## config.mk

```make
export PLATFORM = sky130hd
export DESIGN_NAME = mem_port_arbiter
export DESIGN_NICKNAME = d
export VERILOG_FILES = /design/src/rtl/mem_port_arbiter.sv
export SDC_FILE = /design/constraint.sdc
export NUM_CORES = 1
export LEC_CHECK = 0
export CELL_PAD_IN_SITES_DETAIL_PLACEMENT = 0
export CELL_PAD_IN_SITES_GLOBAL_PLACEMENT = 1
export CORE_ASPECT_RATIO = 1.75
export CORE_MARGIN = 2
export CORE_UTILIZATION = 28
export DETAILED_ROUTE_END_ITERATION = 10
export HOLD_SLACK_MARGIN = 0.08
export PLACE_DENSITY_LB_ADDON = 0.1
export REMOVE_ABC_BUFFERS = 1
export SLEW_MARGIN = 10
export SYNTH_ARGS = -nofsm -noshare
export SYNTH_HDL_FRONTEND = slang
export SYNTH_SLANG_ARGS = --single-unit
```

## constraint.sdc

```tcl
create_clock -name clk -period 2.1 [get_ports clk]
set_input_delay 0.42 -clock clk [delete_from_list [all_inputs] [get_ports clk]]
set_output_delay 0.42 -clock clk [all_outputs]
set_load 0.02 [all_outputs]
```

## src/rtl/mem_port_arbiter.sv

```systemverilog
// Single-port memory arbiter between instruction fetch and data load/store; one access in flight.
// Latency: strobes one cycle after the IDLE grant, ack combinational with mem_rdy; one IDLE cycle between accesses.
// Backpressure: requesters hold until ack/err and freeze on stall; watchdog aborts hung accesses with err.
module mem_port_arbiter #(
    parameter int ADDR_W     = 12,
    parameter int DATA_W     = 16,
    parameter int MAX_STARVE = 3,
    parameter int TIMEOUT    = 15
) (
    input  logic              clk,
    input  logic              rst,
    input  logic              if_req,
    input  logic [ADDR_W-1:0] if_addr,
    output logic              if_ack,
    output logic [DATA_W-1:0] if_rdata,
    output logic              if_stall,
    input  logic              d_rd,
    input  logic              d_wr,
    input  logic [ADDR_W-1:0] d_addr,
    input  logic [DATA_W-1:0] d_wdata,
    output logic              d_ack,
    output logic [DATA_W-1:0] d_rdata,
    output logic              d_stall,
    output logic [ADDR_W-1:0] mem_addr,
    output logic [DATA_W-1:0] mem_wdata,
    output logic              mem_read,
    output logic              mem_write,
    input  logic [DATA_W-1:0] mem_rdata,
    input  logic              mem_rdy,
    output logic              if_err,
    output logic              d_err
);

    typedef enum logic [1:0] {
        IDLE    = 2'd0,
        BUSY_IF = 2'd1,
        BUSY_D  = 2'd2
    } state_t;

    state_t     state;
    logic       op_wr;
    logic [3:0] starve_cnt;
    logic [7:0] wd_cnt;

    logic d_req;
    logic grant_d;
    logic grant_if;
    logic wd_limit;

    assign d_req = d_rd | d_wr;

    // No grant during the err pulse: the aborted requester still holds its request that cycle.
    always_comb begin
        grant_d  = 1'b0;
        grant_if = 1'b0;
        if (state == IDLE && !if_err && !d_err) begin
            grant_d  = d_req && ((starve_cnt < 4'(MAX_STARVE)) || !if_req);
            grant_if = if_req && !grant_d;
        end
    end

    assign wd_limit = (wd_cnt == 8'(TIMEOUT - 1));

    always_ff @(posedge clk or posedge rst) begin
        if (rst) begin
            state      <= IDLE;
            op_wr      <= 1'b0;
            mem_addr   <= '0;
            mem_wdata  <= '0;
            starve_cnt <= '0;
            wd_cnt     <= '0;
            if_err     <= 1'b0;
            d_err      <= 1'b0;
        end else begin
            if_err <= 1'b0;
            d_err  <= 1'b0;
            case (state)
                IDLE: begin
                    if (grant_d) begin
                        state    <= BUSY_D;
                        mem_addr <= d_addr;
                        op_wr    <= d_wr;
                        wd_cnt   <= '0;
                        if (d_wr)
                            mem_wdata <= d_wdata;
                        if (!if_req)
                            starve_cnt <= '0;
                        else if (starve_cnt < 4'(MAX_STARVE))
                            starve_cnt <= starve_cnt + 4'd1;
                    end else if (grant_if) begin
                        state      <= BUSY_IF;
                        mem_addr   <= if_addr;
                        op_wr      <= 1'b0;
                        wd_cnt     <= '0;
                        starve_cnt <= '0;
                    end
                end
                BUSY_IF, BUSY_D: begin
                    if (mem_rdy) begin
                        state <= IDLE;
                    end else begin
                        wd_cnt <= wd_cnt + 8'd1;
                        if (wd_limit) begin
                            state  <= IDLE;
                            if_err <= (state == BUSY_IF);
                            d_err  <= (state == BUSY_D);
                        end
                    end
                end
                default: state <= IDLE;
            endcase
        end
    end

    assign mem_read  = (state == BUSY_IF) || (state == BUSY_D && !op_wr);
    assign mem_write = (state == BUSY_D) && op_wr;

    assign if_ack   = (state == BUSY_IF) && mem_rdy;
    assign d_ack    = (state == BUSY_D) && mem_rdy;
    assign if_rdata = if_ack ? mem_rdata : '0;
    assign d_rdata  = d_ack ? mem_rdata : '0;

    assign if_stall = if_req & ~if_ack;
    assign d_stall  = d_req & ~d_ack;

endmodule

```

* After elaboration in Yosys (flattened, before gate mapping)
Index checks and enable logic that the tools add are counted.
** Word-level totals
- Flip-flop bits (word level) :: 45
- Bits in latches :: 0
- Bits in writable memories :: 0
- Bits in read-only memories :: 0
- Bits of input ports :: 62
- Output and inout port bits :: 68
- Logic and storage cells :: 74
- Memories :: 0
** Cells by class
- Add/sub/neg operators :: 2
- Multiply operators :: 0
- Div/mod/pow operators :: 0
- $lt $le $gt $ge :: 1
- Equality and inequality tests :: 7
- Shift-type cells :: 0
- Mux-type cells :: 27
- Bitwise operators :: 5
- Reductions and logical operators :: 24
** Operators by type and width (number)
- $mux 16 :: 2
- $mux 12 :: 2
- $mux 8 :: 3
- $mux 4 :: 4
- $pmux 8 s2 :: 1
- $mux 1 :: 10
- $reduce_and 3->1 :: 3
- $add 8x1->8 const B :: 1
- $eq 8x4->1 const B :: 1
- $logic_and 1x1->1 :: 8
- $mux 2 :: 4
- $ne 3x3->1 const B :: 2
- $logic_not 1->1 :: 5
- $add 4x1->4 const B :: 1
- $lt 4x2->1 const B :: 1
- $pmux 2 s2 :: 1
- $reduce_and 2->1 :: 2
- $reduce_bool 2->1 :: 2
- $ne 3x2->1 const B :: 1
- $and 1x1->1 :: 2
- $eq 2x1->1 const B :: 1
- $eq 2x2->1 const B :: 1
- $logic_not 2->1 :: 1
- $logic_or 1x1->1 :: 2
- other kinds (4) :: 5

* Longest topological paths before layout
- Depth in word-level cells :: 9
- Depth in mapped cells :: 7
- Mapped depth without buffers :: 6

* Least setup slack after synthesis
Ideal clock, no wire load.
- Path type :: flip-flop to flip-flop
- From :: register state[0]
- To :: register wd_cnt[2]
- Setup time :: 0.122 ns
- Arrival time :: 1.718 ns
- Required time :: 1.978 ns
- Setup slack :: 0.260 ns
- Stages on the path, launching flop included :: 7
- Buffers on the path :: 0
- Period minus slack after synthesis :: 1.840 ns
- Path through :: dfrtp_1 > inv_1 > ha_1 > or4b_4 > and2_4 > a31o_1 > a32o_1
** Between the ends
- Word-level cells in the longest chain between the ends :: 6
- Elaborated cells between the ends (all ways) :: 14
- Those cells by class :: 4 x eq/ne; 4 x mux; 6 x reduce/logical
** Ends and longest elaborated chain
- start: declaration :: RTL line 40 : state_t state;
- start signal: assignment :: RTL line 66 : state <= IDLE;
- start signal: assignment :: RTL line 80 : state <= BUSY_D;
- start signal: assignment :: RTL line 91 : state <= BUSY_IF;
- $logic_not 2->1 :: RTL line 56, 77
- $logic_and 1x1->1 (2 in series) :: RTL line 56 : if (state == IDLE && !if_err && !d_err) begin
- $mux 1 :: RTL line 56
- $ne 3x3->1 (no line) or $mux 8 (tied branches)
- $reduce_and 3->1 (no line) or $pmux 8 s2 (tied branches)
- end signal: assignment :: RTL line 102 : wd_cnt <= wd_cnt + 8'd1;
- end: declaration :: RTL line 43 : logic [7:0] wd_cnt;
Parallel ways exist; a longest one is shown, timed or not.
A chain may end at the register's enable or synchronous reset.

* Worst setup path after layout
- From :: input port mem_rdy
- To :: output port d_stall
** Between the ends
- Word-level cells in the longest chain between the ends :: 3
** Ends and longest elaborated chain
- start: declaration :: RTL line 29 : input logic mem_rdy,
- $logic_and 1x1->1 :: RTL line 119 : assign d_ack = (state == BUSY_D) && mem_rdy;
- $not 1->1 :: RTL line 124 : assign d_stall = d_req & ~d_ack;
- $and 1x1->1 :: RTL line 124
- end: declaration :: RTL line 23 : output logic d_stall,
Every way passes these cells.

==> results by group <==
Cells and area
  • Layout area overhead: 73.5%
  • Layout Nets: about 460
  • Antenna cells: 0
  • Layout cells sized above 1: 0.190

GRT
  • Largest net degree at the start of global routing: 32
  • Number of global-route vias before repair: between 2000 and 2500
  • Global route overflow: 0
  • First-pass GRT wire length: about 12000 um
  • Initial antenna violation count: 0
  • GRT Util Overall: 0.169

Synthesis
  • Synth warn: 0
  • FF+latch count, synth: 45
  • Async SR Flop Fraction: 1.00
  • Top-count cell post-synth: dfrtp_1
  • Mapped Area: between 2000 and 2500 um^2
  • Syn Area/Cell: 9.79 um^2
  • Number of flops mapped to enable cells by yosys: 0
  • Post-synth top cells: 45 x dfrtp_1, 34 x and3_1, 28 x a21oi_1
  • Share of the synthesized area in the top cell type: 0.479
  • Post-synthesis cell type count: 40
  • Gate Count Post-Synth: 240
  • Ranking of synthesized cells by area: dfrtp_1 48%, and3_1 9.1%, mux2_2 7.7%
  • Post-synthesis sequential area ratio: 0.479
  • Ys flop type: dfrtp_1
  • Synth area leader: dfrtp_1

Floorplan
  • Die X: 73.2 um
  • Die area: approximately 9200 um^2
  • Starting Density: 0.286
  • Cell Rows: 44
  • Core ar.: ~8200 um^2
  • Die span in y: 125 um
  • Top Ports: 130

Place
  • PortBufs: around 130
  • GP Congestion: 0.758
  • DP Wirelength: approximately 5900 um

Run
  • Max-cap violation count: 0

STA
  • Unrepaired setup endpoints after global routing: false
  • Final Setup Violations: 0
  • Fin crit share: 0.965
  • Fmax: 493 MHz
  • Slew Limit Headroom: 0.602
  • Final Hold Viols: 0
  • Slew @ Worst Pin: 0.598 ns
  • Final min period: ~2.0 ns
  • Pins Over Slew Limit: 0
  • Hold WS: 0.427 ns
  • Setup Skew: slightly above 0.003 ns

Pwr
  • Leak Pwr: 1.96 nW
  • Power Total: roughly 0.0053 W
  • Peak VDD IR: 0.833 mV
  • Cell Pwr Density: about 1300 nW/um^2

Route
  • DRC: 0
  • Drt initial violations: 83
  • Initial DRT Pass Iterations: 4
  • Antenna viol nets, final: 0
  • Post-Route WL: 7390 um
  • Vias per std cell: 4.81
  • Vias: ~2300
  • WL per Instance: 15.2 um

Worst setup path
  • WS Path Type: primary input to primary output
  • CP Max Fanout: 16
  • Critical path endpoint category: primary output
  • Critical Path AT: 1.61 ns
  • WP data required: 1.68 ns
  • Critical path launch point type: primary input

Clocking
  • Clk slew on worst S/H paths: roughly 0.06 ns
  • Worst skew pair latency: 0.28 ns
  • CTS H-tree depth: 2
  • CTS tree: built
  • Hold Buf Count CTS: 0
  • CTS Buf Count: 5
  • CTS Buffer Depth: 2
  • Root Driver: clkbuf_16
  • Num Clock Sinks: 45

Run status
  • Status: finished clean

Min path
  • Tightest Hold Check Type: primary input to async pin
power by group:
| part | internal, W | switching [W] | leakage (nW) |
|---|---|---|---|
| Sequential | 0.00121 | 0.000180 | 0.552 |
| Combinational | 0.00152 | 0.00155 | 1.33 |
| Clock | 0.000504 | 0.000318 | 0.0799 |
| Total | 0.00324 | 0.00205 | 1.96 |
area by class of cell:
type / count / area, um^2
fillers: 813 / 4130
inverters: 6 / 22.5
repair buffers: 160 / 1500
clock buffers: 7 / 153
well taps: 92 / 115
multi-input cells: 175 / 1150
clock inverters: 1 / 5.00
flip-flops and latches: 45 / 1130
cells in the final DEF (no fill, tap or decap), drive strengths merged, types with 2 or more instances in the layout:
cell           synthesis  layout
and2                   7       7
clkdlybuf4s15          0      13
or4                    3       3
o21ai                  6       6
nor3b                  2       2
clkbuf                 9      15
nand3                  3       3
nand2                 27      27
mux2i                  2       2
a21oi                 28      28
o31ai                  5       5
inv                    6       6
dfrtp                 45      45
o211ai                 2       2
a22o                   2       2
nor2                  14      14
or4b                   2       2
or3                    2       2
clkdlybuf4s50          0      91
mux2                  16      16
nor2b                  2       2
buf                    5      31
and3                  34      34
dlygate4sd2            0      17
nand4                  3       3
ha                     6       6
worst max-delay path, stage by stage:
cell and delay (ns):
clkdlybuf4s50_1 0.42, buf_4 0.18, and2_1 0.17, nor2_1 0.08, dlygate4sd2_1 0.33
kinds of logic after synthesis:
group | after synthesis | share of synthesized area
compound gates | 49 | 0.125
simple gates | 102 | 0.240
fa+ha+maj | 6 | 0.0320
mux | 18 | 0.0852
flops | 45 | 0.479
buf+inv | 20 | 0.0384
worst paths after layout:
path	from	end	slack (ns)	cells past startpoint
max	mem_rdy	d_stall	0.07	5
min	rst	mem_addr[4]	0.43	2
max reg2reg	state[0]	wd_cnt[2]	0.13	7
min reg2reg	starve_cnt[3]	starve_cnt[3]	0.49	1
max in group asynchronous	rst	mem_wdata[6]	1.19	3
min in group clk	starve_cnt[3]	starve_cnt[3]	0.49	1
metal layers:
layer  routed length [um]  track usage
met1                 2510        0.172
met2                 4400        0.325
met3                  372       0.0355
met4                  106       0.0566
met5                    0            0
through the flow:
step	setup slack, ns	utilization	instances	setup TNS (ns)	instance area [um^2]
after floorplan	0.225	-	226	0	2280
after global placement	-0.209	0.482	478	-8.54	3960
after detailed placement	-0.203	0.482	478	-8.72	3960
after CTS	0.000281	0.498	486	0	4080
after global routing	0.00110	0.497	486	0	4080
final	0.0728	0.497	486	0	4080
state kept, by name (all words and copies together) (netlist names):
name	cells
mem_addr	12
mem_wdata	16
wd_cnt	8
op_wr	1
d_err	1
starve_cnt	4
if_err	1
state	2
what timing repair did:
| item | 4_1_cts | 5_1_grt |
|---|---|---|
| endpoints found under the hold margin | 0 | 0 |
| setup buffers | 0 | 0 |
| resized for setup | 48 | 25 |
| endpoints found under the setup margin | 38 | 21 |
Note: power is estimated with default switching activity, not from simulation.
